### config.mk
export PLATFORM = sky130hd
export DESIGN_NAME = piso_serializer_flat
export DESIGN_NICKNAME = d
export VERILOG_FILES = /design/src/rtl/piso_serializer_pkg.sv /design/src/rtl/piso_serializer_if.sv /design/src/rtl/piso_serializer_bit_counter.sv /design/src/rtl/piso_serializer.sv /design/src/flat_wrapper.sv
export SDC_FILE = /design/constraint.sdc
export NUM_CORES = 1
export LEC_CHECK = 0
export CAP_MARGIN = 20
export CORE_MARGIN = 8
export CORE_UTILIZATION = 53
export CTS_BUF_LIST = sky130_fd_sc_hd__clkbuf_4
export DETAILED_ROUTE_END_ITERATION = 10
export GPL_TIMING_DRIVEN = 0
export PLACE_DENSITY = 0.89
export SYNTH_ARGS = -nofsm -noshare
export SYNTH_HDL_FRONTEND = slang
export SYNTH_HIERARCHICAL = 1
export SYNTH_SLANG_ARGS = --single-unit
### constraint.sdc
create_clock -name clk -period 3 [get_ports clk]
set_clock_uncertainty 0.1 [all_clocks]
set_input_delay 0.6 -clock clk [delete_from_list [all_inputs] [get_ports clk]]
set_output_delay 0.6 -clock clk [all_outputs]
set_load 0.005 [all_outputs]
### src/rtl/piso_serializer_pkg.sv
// piso_serializer_pkg: FSM state encoding and counter sizing shared by the serializer.
package piso_serializer_pkg;
  localparam int ST_W = 2;
  localparam int GAP_W = 4;
  typedef enum logic [ST_W-1:0] {IDLE, SHIFT, PARITY, GAP} state_t;
  function automatic int cnt_w(input int width);
    return $clog2(width + 1) > GAP_W ? $clog2(width + 1) : GAP_W;
  endfunction
endpackage

### src/rtl/piso_serializer_if.sv
// piso_serializer_if: word handshake in, serial bit stream and frame strobes out.
interface piso_serializer_if #(parameter int WIDTH = 4);
  logic [WIDTH-1:0] data_in;
  logic data_valid, data_ready, serial_out, serial_valid, frame_start, frame_done, busy;
  modport master (
    output data_in, data_valid,
    input data_ready, serial_out, serial_valid, frame_start, frame_done, busy
  );
  modport slave (
    input data_in, data_valid,
    output data_ready, serial_out, serial_valid, frame_start, frame_done, busy
  );
endinterface

### src/rtl/piso_serializer_bit_counter.sv
// piso_serializer_bit_counter: loadable down-counter that parks at zero and flags terminal count.
module piso_serializer_bit_counter #(parameter int CW = 4) (
  input logic clk,
  input logic rst,
  input logic load_i,
  input logic en_i,
  input logic [CW-1:0] val_i,
  output logic [CW-1:0] cnt_o,
  output logic tc_o
);
  logic [CW-1:0] cnt_q, cnt_d;
  assign cnt_d = load_i ? val_i : (en_i && !tc_o) ? cnt_q - 1'b1 : cnt_q;
  assign cnt_o = cnt_q;
  assign tc_o = cnt_q == '0;
  always_ff @(posedge clk) cnt_q <= rst ? '0 : cnt_d;
endmodule

### src/rtl/piso_serializer.sv
// piso_serializer: MSB-first parallel-to-serial stage; define PISO_PARITY_EN to append an even-parity bit.
module piso_serializer
  import piso_serializer_pkg::*;
#(
  parameter int WIDTH = 4,
  parameter int IDLE_GAP = 0
) (
  input logic clk,
  input logic rst,
  piso_serializer_if.slave bus
);
  localparam int CW = cnt_w(WIDTH);
  localparam logic [CW-1:0] BIT_LAST = CW'(WIDTH - 1);
  localparam logic [CW-1:0] GAP_LAST = CW'(IDLE_GAP > 0 ? IDLE_GAP - 1 : 0);
  state_t state_q, state_d;
  logic [WIDTH-1:0] sh_q, sh_d;
  logic so_q, so_d, sv_q, sv_d, fs_q, fs_d, fd_q, fd_d, busy_q, busy_d;
  logic [CW-1:0] cnt;
  logic tc, cnt_load, cnt_en, accept, last, fin;
`ifdef PISO_PARITY_EN
  logic par_q, par_d;
  assign fin = state_q == PARITY;
`else
  assign fin = last;
`endif
  assign last = state_q == SHIFT && tc;
  assign bus.data_ready = !rst && (state_q == IDLE || (fin && IDLE_GAP == 0));
  assign accept = bus.data_valid && bus.data_ready;
  // one counter serves both the bit count and the gap count
  assign cnt_load = accept || (state_d == GAP && state_q != GAP);
  assign cnt_en = state_q == SHIFT || state_q == GAP;
  assign bus.serial_out = so_q;
  assign bus.serial_valid = sv_q;
  assign bus.frame_start = fs_q;
  assign bus.frame_done = fd_q;
  assign bus.busy = busy_q;
  piso_serializer_bit_counter #(.CW(CW)) u_cnt (
    .clk,
    .rst,
    .load_i(cnt_load),
    .en_i(cnt_en),
    .val_i(accept ? BIT_LAST : GAP_LAST),
    .cnt_o(cnt),
    .tc_o(tc)
  );
  always_ff @(posedge clk) begin
    if (rst) begin
      state_q <= IDLE;
      sh_q <= '0;
      {so_q, sv_q, fs_q, fd_q, busy_q} <= '0;
`ifdef PISO_PARITY_EN
      par_q <= 1'b0;
`endif
    end else begin
      state_q <= state_d;
      sh_q <= sh_d;
      {so_q, sv_q, fs_q, fd_q, busy_q} <= {so_d, sv_d, fs_d, fd_d, busy_d};
`ifdef PISO_PARITY_EN
      par_q <= par_d;
`endif
    end
  end
  always_comb begin
    state_d = state_q;
    if (accept) state_d = SHIFT;
    else if (state_q == GAP) state_d = tc ? IDLE : GAP;
`ifdef PISO_PARITY_EN
    else if (last) state_d = PARITY;
`endif
    else if (fin) state_d = IDLE_GAP > 0 ? GAP : IDLE;
  end
  // outputs are computed for the next cycle so every strobe leaves a flop
  always_comb begin
    sh_d = accept ? bus.data_in : state_q == SHIFT ? sh_q << 1 : sh_q;
`ifdef PISO_PARITY_EN
    par_d = accept ? ^bus.data_in : par_q;
    so_d = state_d == PARITY ? par_d : state_d == SHIFT && sh_d[WIDTH-1];
    fd_d = state_d == PARITY;
`else
    so_d = state_d == SHIFT && sh_d[WIDTH-1];
    fd_d = state_d == SHIFT && !accept && cnt == CW'(1);
`endif
    sv_d = state_d == SHIFT || state_d == PARITY;
    fs_d = accept;
    busy_d = state_d != IDLE;
  end
endmodule

### src/flat_wrapper.sv
// flat-port wrapper written by rule: the top's interface ports become plain ports
module piso_serializer_flat import piso_serializer_pkg::*;
#(
  parameter int WIDTH = 4,
  parameter int IDLE_GAP = 0
)
  (clk, rst, bus_data_in, bus_data_valid, bus_data_ready, bus_serial_out, bus_serial_valid, bus_frame_start, bus_frame_done, bus_busy);
  piso_serializer_if #(.WIDTH(WIDTH)) bus_i ();
  input logic clk;
  input logic rst;
  input wire logic [$bits(bus_i.data_in)-1:0] bus_data_in;
  input wire logic [$bits(bus_i.data_valid)-1:0] bus_data_valid;
  output wire logic [$bits(bus_i.data_ready)-1:0] bus_data_ready;
  output wire logic [$bits(bus_i.serial_out)-1:0] bus_serial_out;
  output wire logic [$bits(bus_i.serial_valid)-1:0] bus_serial_valid;
  output wire logic [$bits(bus_i.frame_start)-1:0] bus_frame_start;
  output wire logic [$bits(bus_i.frame_done)-1:0] bus_frame_done;
  output wire logic [$bits(bus_i.busy)-1:0] bus_busy;
  assign bus_i.data_in = bus_data_in;
  assign bus_i.data_valid = bus_data_valid;
  assign bus_data_ready = bus_i.data_ready;
  assign bus_serial_out = bus_i.serial_out;
  assign bus_serial_valid = bus_i.serial_valid;
  assign bus_frame_start = bus_i.frame_start;
  assign bus_frame_done = bus_i.frame_done;
  assign bus_busy = bus_i.busy;
  piso_serializer #(.WIDTH(WIDTH), .IDLE_GAP(IDLE_GAP)) u_core (.clk(clk), .rst(rst), .bus(bus_i));
endmodule
==> results.yml, run 1 <==
flow_run:
  maxCapViolations: 0
grt:
  grt_pass1_vias: 672
  antenna_found_initial: 0
  grt_max_degree: 11
  grt_first_pass_wirelength_um: 2880
  track_usage_pct: 12.8
  grt-ovfl-total: 0
cells_and_area:
  fin_util_pct: 66.4
  drive_gt1_share_pct: 20.2
  fillers: 123
  multiInputGateArea_um2: 449
  final_nets: 111
  instances_no_fill: 115
  diodes: 0
  syn2layout_area_growth_pct: 22.8
  seq_area_um2: 300
clocking:
  cts_hold_buf: 0
  h-tree-depth: 1
  clkLatencyLatePin_ns: 0.29
  cts_tree: "done"
  clkSinkCount: 15
  ctsResizeCount: 3
  cts_inserted_buffers: 3
  clk_pin_slew_worst_paths_ns: 0.09
  cts.path.max_buffers: 2
  cts_setup_buffers: 0
  cts_root_buffer: "clkbuf_4"
synth:
  synth_cells: 82
  syn-cell-area_um2: 786
  synth_seq_cells: 15
  ys_seq_area_share_pct: 38.2
  yosys_warnings: 6
  syn_avg_cell_area_um2: 9.58
  synth_cell_types: 35
power_and_ir_drop:
  vdd_drop_max_mv: 0.290
  cellLeakagePower_nw: 0.400
  powerDensity_mw_per_mm2: 443
hold_path:
  min_from: "u_core/sh_q[0]$_SDFFE_PP0P_"
  hold_end: "u_core/sh_q[0]$_SDFFE_PP0P_"
  holdPathStages: 2
  min_path_type: "flip-flop to flip-flop"
floorplanning:
  die_w_um: 54.5
  coreArea_mm2: 0.00145
  rows: 14
  dieArea_mm2: 0.00297
  io_pins: 13
  dieHeight_um: 54.5
  initial_utilization_pct: 54.0
sta:
  slew_violations: 0
  finalSetupViolations: 0
  setup_tns_ns: 0
  rsz0062_at_grt: "false"
  period_minus_slack_ns: 2.78
  post-route-period-util_pct: 92.8
  fmax_mhz: 359
  finalWorstSetupSlack_ns: 0.217
  hold_viol: 0
placement:
  dp.cells: 111
  pre_cts_slack_ns: -0.164
  io_buffer_count: 12
  dp_hpwl_um: 1240
  place.gp.congestion: 0.897
detailed_routing:
  dr.pass1.iters: 2
  detail_route.wl_per_cell_um: 13.4
  wl_um: 1540
  drc: 0
  first_iter_violations: 4
  ant_nets: 0
  num_vias: 621
  avgViaCountPerCell: 5.40
worst_setup_path:
  cp.required_ns: 2.30
  path_cells: "inv_2, ha_2, or3b_4, inv_1, and2b_1, nor3_1, dlygate4sd2_1"
  r2r.worst_path.cells: 11
  crit_path_end_kind: "primary output"
  r2r-start: "u_core/u_cnt/cnt_o[1]$_SDFFE_PP0P_"
  max_stage_delay_ns: 0.42
  crit_slowest_cell: "or3b_4"
  crit_type: "flip-flop to primary output"
  reg2reg_to: "u_core/u_cnt/cnt_o[0]$_SDFFE_PP0P_"
  critPathLaunchType: "flip-flop"
  critPathArrivalTime_ns: 2.08
  r2r_slack_ns: 0.45
  critPathMaxFanout: 5
run_status:
  outcome: "complete, no violations"
cell usage in the layout (no fill, tap or decap), drive strengths merged:
| master | n |
|---|---|
| dlygate4sd2 | 1 |
| and3b | 1 |
| o211ai | 1 |
| and4 | 1 |
| buf | 1 |
| clkbuf | 4 |
| clkdlybuf4s50 | 11 |
| or3b | 2 |
| ha | 4 |
| nor3b | 1 |
| o31ai | 2 |
| dfxtp | 15 |
| conb | 2 |
| and4b | 1 |
| inv | 9 |
| nand2 | 6 |
| nand2b | 2 |
| a211oi | 1 |
| nor2 | 8 |
| a21o | 1 |
| a311o | 1 |
| a221oi | 1 |
| nand3 | 2 |
| and2b | 1 |
| a2bb2oi | 1 |
| a311oi | 1 |
| nor4b | 3 |
| a2111oi | 1 |
| nor3 | 4 |
| a21boi | 1 |
| clkinv | 1 |
| mux2i | 3 |
| o21ai | 1 |
| a21oi | 4 |
cells by family (layout without fill, tap and decap cells):
| logic type | count (synthesis) | in the layout | share of synthesized area (%) |
|---|---|---|---|
| adder cells (fa/ha/maj) | 4 | 4 | 6.37 |
| buffers and inverters | 11 | 27 | 6.21 |
| flip-flops | 15 | 15 | 38.2 |
| other | 1 | 2 | 0.477 |
| multiplexers | 3 | 3 | 3.82 |
| AO/OA/AOI/OAI | 16 | 16 | 17.8 |
| AND/OR/NAND/NOR | 32 | 32 | 27.1 |
layout make-up:
| type | instances | share of cell area [%] |
|---|---|---|
| Tap cell | 16 | 2.08 |
| Clock buffer | 3 | 2.33 |
| Multi-Input combinational cell | 57 | 46.6 |
| Sequential cell | 15 | 31.1 |
| Clock inverter | 1 | 0.519 |
| Buffer | 2 | 1.56 |
| Timing Repair Buffer | 12 | 12.3 |
| Inverter | 9 | 3.50 |
per-stage QoR:
step                power, mW  area (um^2)  hold WS (ns)
floorplan               0.284          790         0.366
global placement        0.312          930         0.388
detailed placement      0.316          930         0.401
CTS                     0.432          958         0.415
global route            0.453          965         0.434
finish                  0.427          965         0.417
registers in the layout, summed over array words and instances, names as in the netlist:
| signal | cells |
|---|---|
| u_core/bus.frame_start | 1 |
| u_core/sh_q | 4 |
| u_core/bus.serial_out | 1 |
| u_core/bus.serial_valid | 1 |
| u_core/u_cnt/cnt_o | 4 |
| u_core/state_q | 2 |
| u_core/bus.frame_done | 1 |
| u_core/bus.busy | 1 |
cells in the mapped netlist:
master	number	share of area, %
nand2b_1	2	1.6
o31ai_1	2	1.9
a311o_1	1	1.3
a21boi_0	1	0.96
a2bb2oi_1	1	1.1
nor3b_2	1	1.6
nand2_2	1	0.80
ha_1	4	6.4
a211oi_1	1	0.96
and4_1	1	1.1
and2b_1	1	0.96
nor4b_1	1	1.1
o21ai_0	1	0.64
a21oi_1	4	2.5
nor2_1	8	3.8
and3b_1	1	1.1
nor3_2	1	1.3
mux2i_1	3	3.8
dfxtp_1	15	38
inv_1	7	3.3
a21o_1	1	0.96
buf_6	1	1.4
a2111oi_4	1	3.5
o211ai_1	1	0.96
nor4b_2	2	3.8
clkbuf_1	1	0.48
and4b_2	1	1.4
nand2_1	5	2.4
inv_2	2	0.96
a311oi_1	1	1.1
or3b_4	2	2.9
conb_1	1	0.48
nand3_1	2	1.3
a221oi_2	1	1.9
nor3_1	3	1.9
power breakdown:
| part | switching (mW) | internal, mW | total [mW] |
|---|---|---|---|
| clock network | 0.0658 | 0.0496 | 0.115 |
| registers | 0.00893 | 0.212 | 0.221 |
| logic | 0.0451 | 0.0462 | 0.0913 |
layer usage:
metal / GRT usage [%] / vias to the layer above / wire [um]
met5: 0 / - / 0
met4: 4.92 / 0 / 14
met3: 3.80 / 2 / 49
met2: 22.5 / 7 / 786
met1: 14.2 / 289 / 691
li1: - / 323 / -
worst max-delay path by stage:
stage	startpoint	end	slack, ns	cells past startpoint
2_1_floorplan	u_core/u_cnt/cnt_o[1]$_SDFFE_PP0P_	u_core/u_cnt/cnt_o[1]$_SDFFE_PP0P_	0.49	10
3_3_place_gp	rst	u_core/u_cnt/cnt_o[1]$_SDFFE_PP0P_	-0.12	7
3_5_place_dp	rst	u_core/u_cnt/cnt_o[1]$_SDFFE_PP0P_	-0.16	7
4_1_cts	rst	u_core/u_cnt/cnt_o[1]$_SDFFE_PP0P_	0.15	7
5_1_grt	u_core/u_cnt/cnt_o[1]$_SDFFE_PP0P_	bus_data_ready	0.09	7
6_report	u_core/u_cnt/cnt_o[1]$_SDFFE_PP0P_	bus_data_ready	0.22	7
critical path, delay by kind of cell, from the launching register on:
family        cells  cell delay, ns
simple gates      3            0.80
buf+inv           3            0.45
flops             1            0.35
fa+ha+maj         1            0.19
No activity file was read; power rests on OpenSTA's default activity.
==> run 2, diff against run 1 <==
--- a/config.mk
+++ b/config.mk
@@ -6,7 +6,6 @@
 export NUM_CORES = 1
 export LEC_CHECK = 0
 export CAP_MARGIN = 20
-export CORE_MARGIN = 8
 export CORE_UTILIZATION = 53
 export CTS_BUF_LIST = sky130_fd_sc_hd__clkbuf_4
 export DETAILED_ROUTE_END_ITERATION = 10
==> results.yml, run 2 (synthesis results as in run 1) <==
worst_setup_path:
  critPathLaunchType: "input pin"
  critPathArrivalTime_ns: 2.93
  cp-startpoint: "rst"
  crit_buf_inv: 1
  critPathMaxFanout: 8
  cp.required_ns: 3.07
  r2r-start: "u_core/u_cnt/cnt_o[1]$_SDFFE_PP0P_"
  crit_slowest_cell: "clkdlybuf4s50_1"
  cp_top_family: "compound AO/OA/AOI/OAI gates"
  crit_type: "input pin to flip-flop"
  max_stage_delay_ns: 0.60
  crit_path_end_kind: "flip-flop"
  path_cells: "clkdlybuf4s50_1, or3b_4, nand2_1, ha_1, a2bb2oi_1, nor3_1, a311o_1"
detailed_routing:
  num_vias: 623
  ant_nets: 0
  wl_um: 1550
  detail_route.wl_per_cell_um: 13.6
  first_iter_violations: 6
  drc: 0
  avgViaCountPerCell: 5.46
  dr.pass1.iters: 4
floorplanning:
  io_pins: 13
  dieArea_mm2: 0.00164
  initial_utilization_pct: 58.9
  die_w_um: 40.5
  coreArea_mm2: 0.00133
  dieHeight_um: 40.5
  rows: 13
sta:
  slew_violations: 0
  hold_viol: 0
  hold_slack_ns: 0.405
  rsz0062_at_grt: "false"
  tightest_slew_ns: 0.535
  finalSetupViolations: 0
  post-route-period-util_pct: 95.5
  finalWorstSetupSlack_ns: 0.134
  period_minus_slack_ns: 2.87
  fmax_mhz: 349
  relSlewSlack_pct: 64.2
hold_path:
  min_path_type: "flip-flop to flip-flop"
  min_from: "u_core/sh_q[0]$_SDFFE_PP0P_"
cells_and_area:
  instances_no_fill: 114
  drive_gt1_share_pct: 20.2
  multiInputGateArea_um2: 444
  syn2layout_area_growth_pct: 22.3
  fillers: 102
  final_nets: 111
  diodes: 0
  final_common_cell: "dfxtp_1"
  final_cell_mix: "dfxtp_1, clkdlybuf4s50_1, nor2_1"
  seq_area_um2: 300
placement:
  io_buffer_count: 12
  pre_cts_slack_ns: -0.167
  dp.cells: 110
  place.gp.congestion: 0.732
  dp_hpwl_um: 1220
grt:
  track_usage_pct: 23.4
  grt_pass1_vias: 575
  grt_max_degree: 11
  antenna_found_initial: 0
  grt_first_pass_wirelength_um: 2440
  grt-ovfl-total: 0
flow_run:
  maxCapViolations: 0
clocking:
  cts_inserted_buffers: 3
  cts.path.max_buffers: 2
  cts_tree: "done"
  clkLatencyLatePin_ns: 0.27
  clkSinkCount: 15
  cts_setup_buffers: 0
  cts_root_buffer: "clkbuf_4"
  h-tree-depth: 1
  clk_pin_slew_worst_paths_ns: 0.08
power_and_ir_drop:
  vdd_drop_max_mv: 0.306
  total_power_uw: 430
  cellLeakagePower_nw: 0.399
  powerDensity_mw_per_mm2: 448
run_status:
  outcome: "complete, no violations"
==> run 2: timing repair <==
action,in CTS,in global routing
endpoints found under the setup margin,1,0
hold buffers,0,0
gates resized for setup,4,0
==> run 2: where the power goes <==
group	switching (mW)	leakage (nW)	internal, mW
sequential	0.00920	0.123	0.212
clock	0.0567	0.0184	0.0606
combinational	0.0462	0.257	0.0461
total	0.112	0.399	0.318
==> run 2: metrics by stage <==
stage	TNS, ns	utilization (%)	cell area [um^2]
floorplan	0	-	790
global placement	-0.295	69.6	928
detailed placement	-0.510	69.6	928
CTS	0	72.0	961
global route	0	72.0	961
finish	0	72.0	961
==> run 2: worst paths after layout <==
path | depth (start not counted) | slack, ns | end
max | 7 | 0.13 | u_core/u_cnt/cnt_o[1]$_SDFFE_PP0P_
min | 2 | 0.40 | u_core/sh_q[0]$_SDFFE_PP0P_
max reg2reg | 10 | 0.25 | u_core/u_cnt/cnt_o[1]$_SDFFE_PP0P_
min reg2reg | 2 | 0.40 | u_core/sh_q[0]$_SDFFE_PP0P_
==> run 2: final cells by class <==
class,count,area share [%]
Buffer,2,1.56
Clock buffer,4,3.12
Inverter,9,3.52
Multi-Input combinational cell,57,46.2
Sequential cell,15,31.2
Tap cell,15,1.95
Timing Repair Buffer,12,12.4
==> run 2: routing by layer <==
metal | routed length (um) | track usage (%)
met2 | 763 | 40.5
met4 | 10 | 5.00
met3 | 84 | 11.1
met1 | 688 | 25.6
met5 | 0 | 0
==> run 2: worst register-to-register path, cell delays in order, from the launching register on <==
cell and delay [ns]:
dfxtp_1 0.35, inv_2 0.10, ha_2 0.20, or3b_4 0.43, inv_1 0.10, nand2b_1 0.21, nand2_2 0.13, inv_2 0.09
a2bb2oi_1 0.46, nor3_1 0.12, a311o_1 0.36
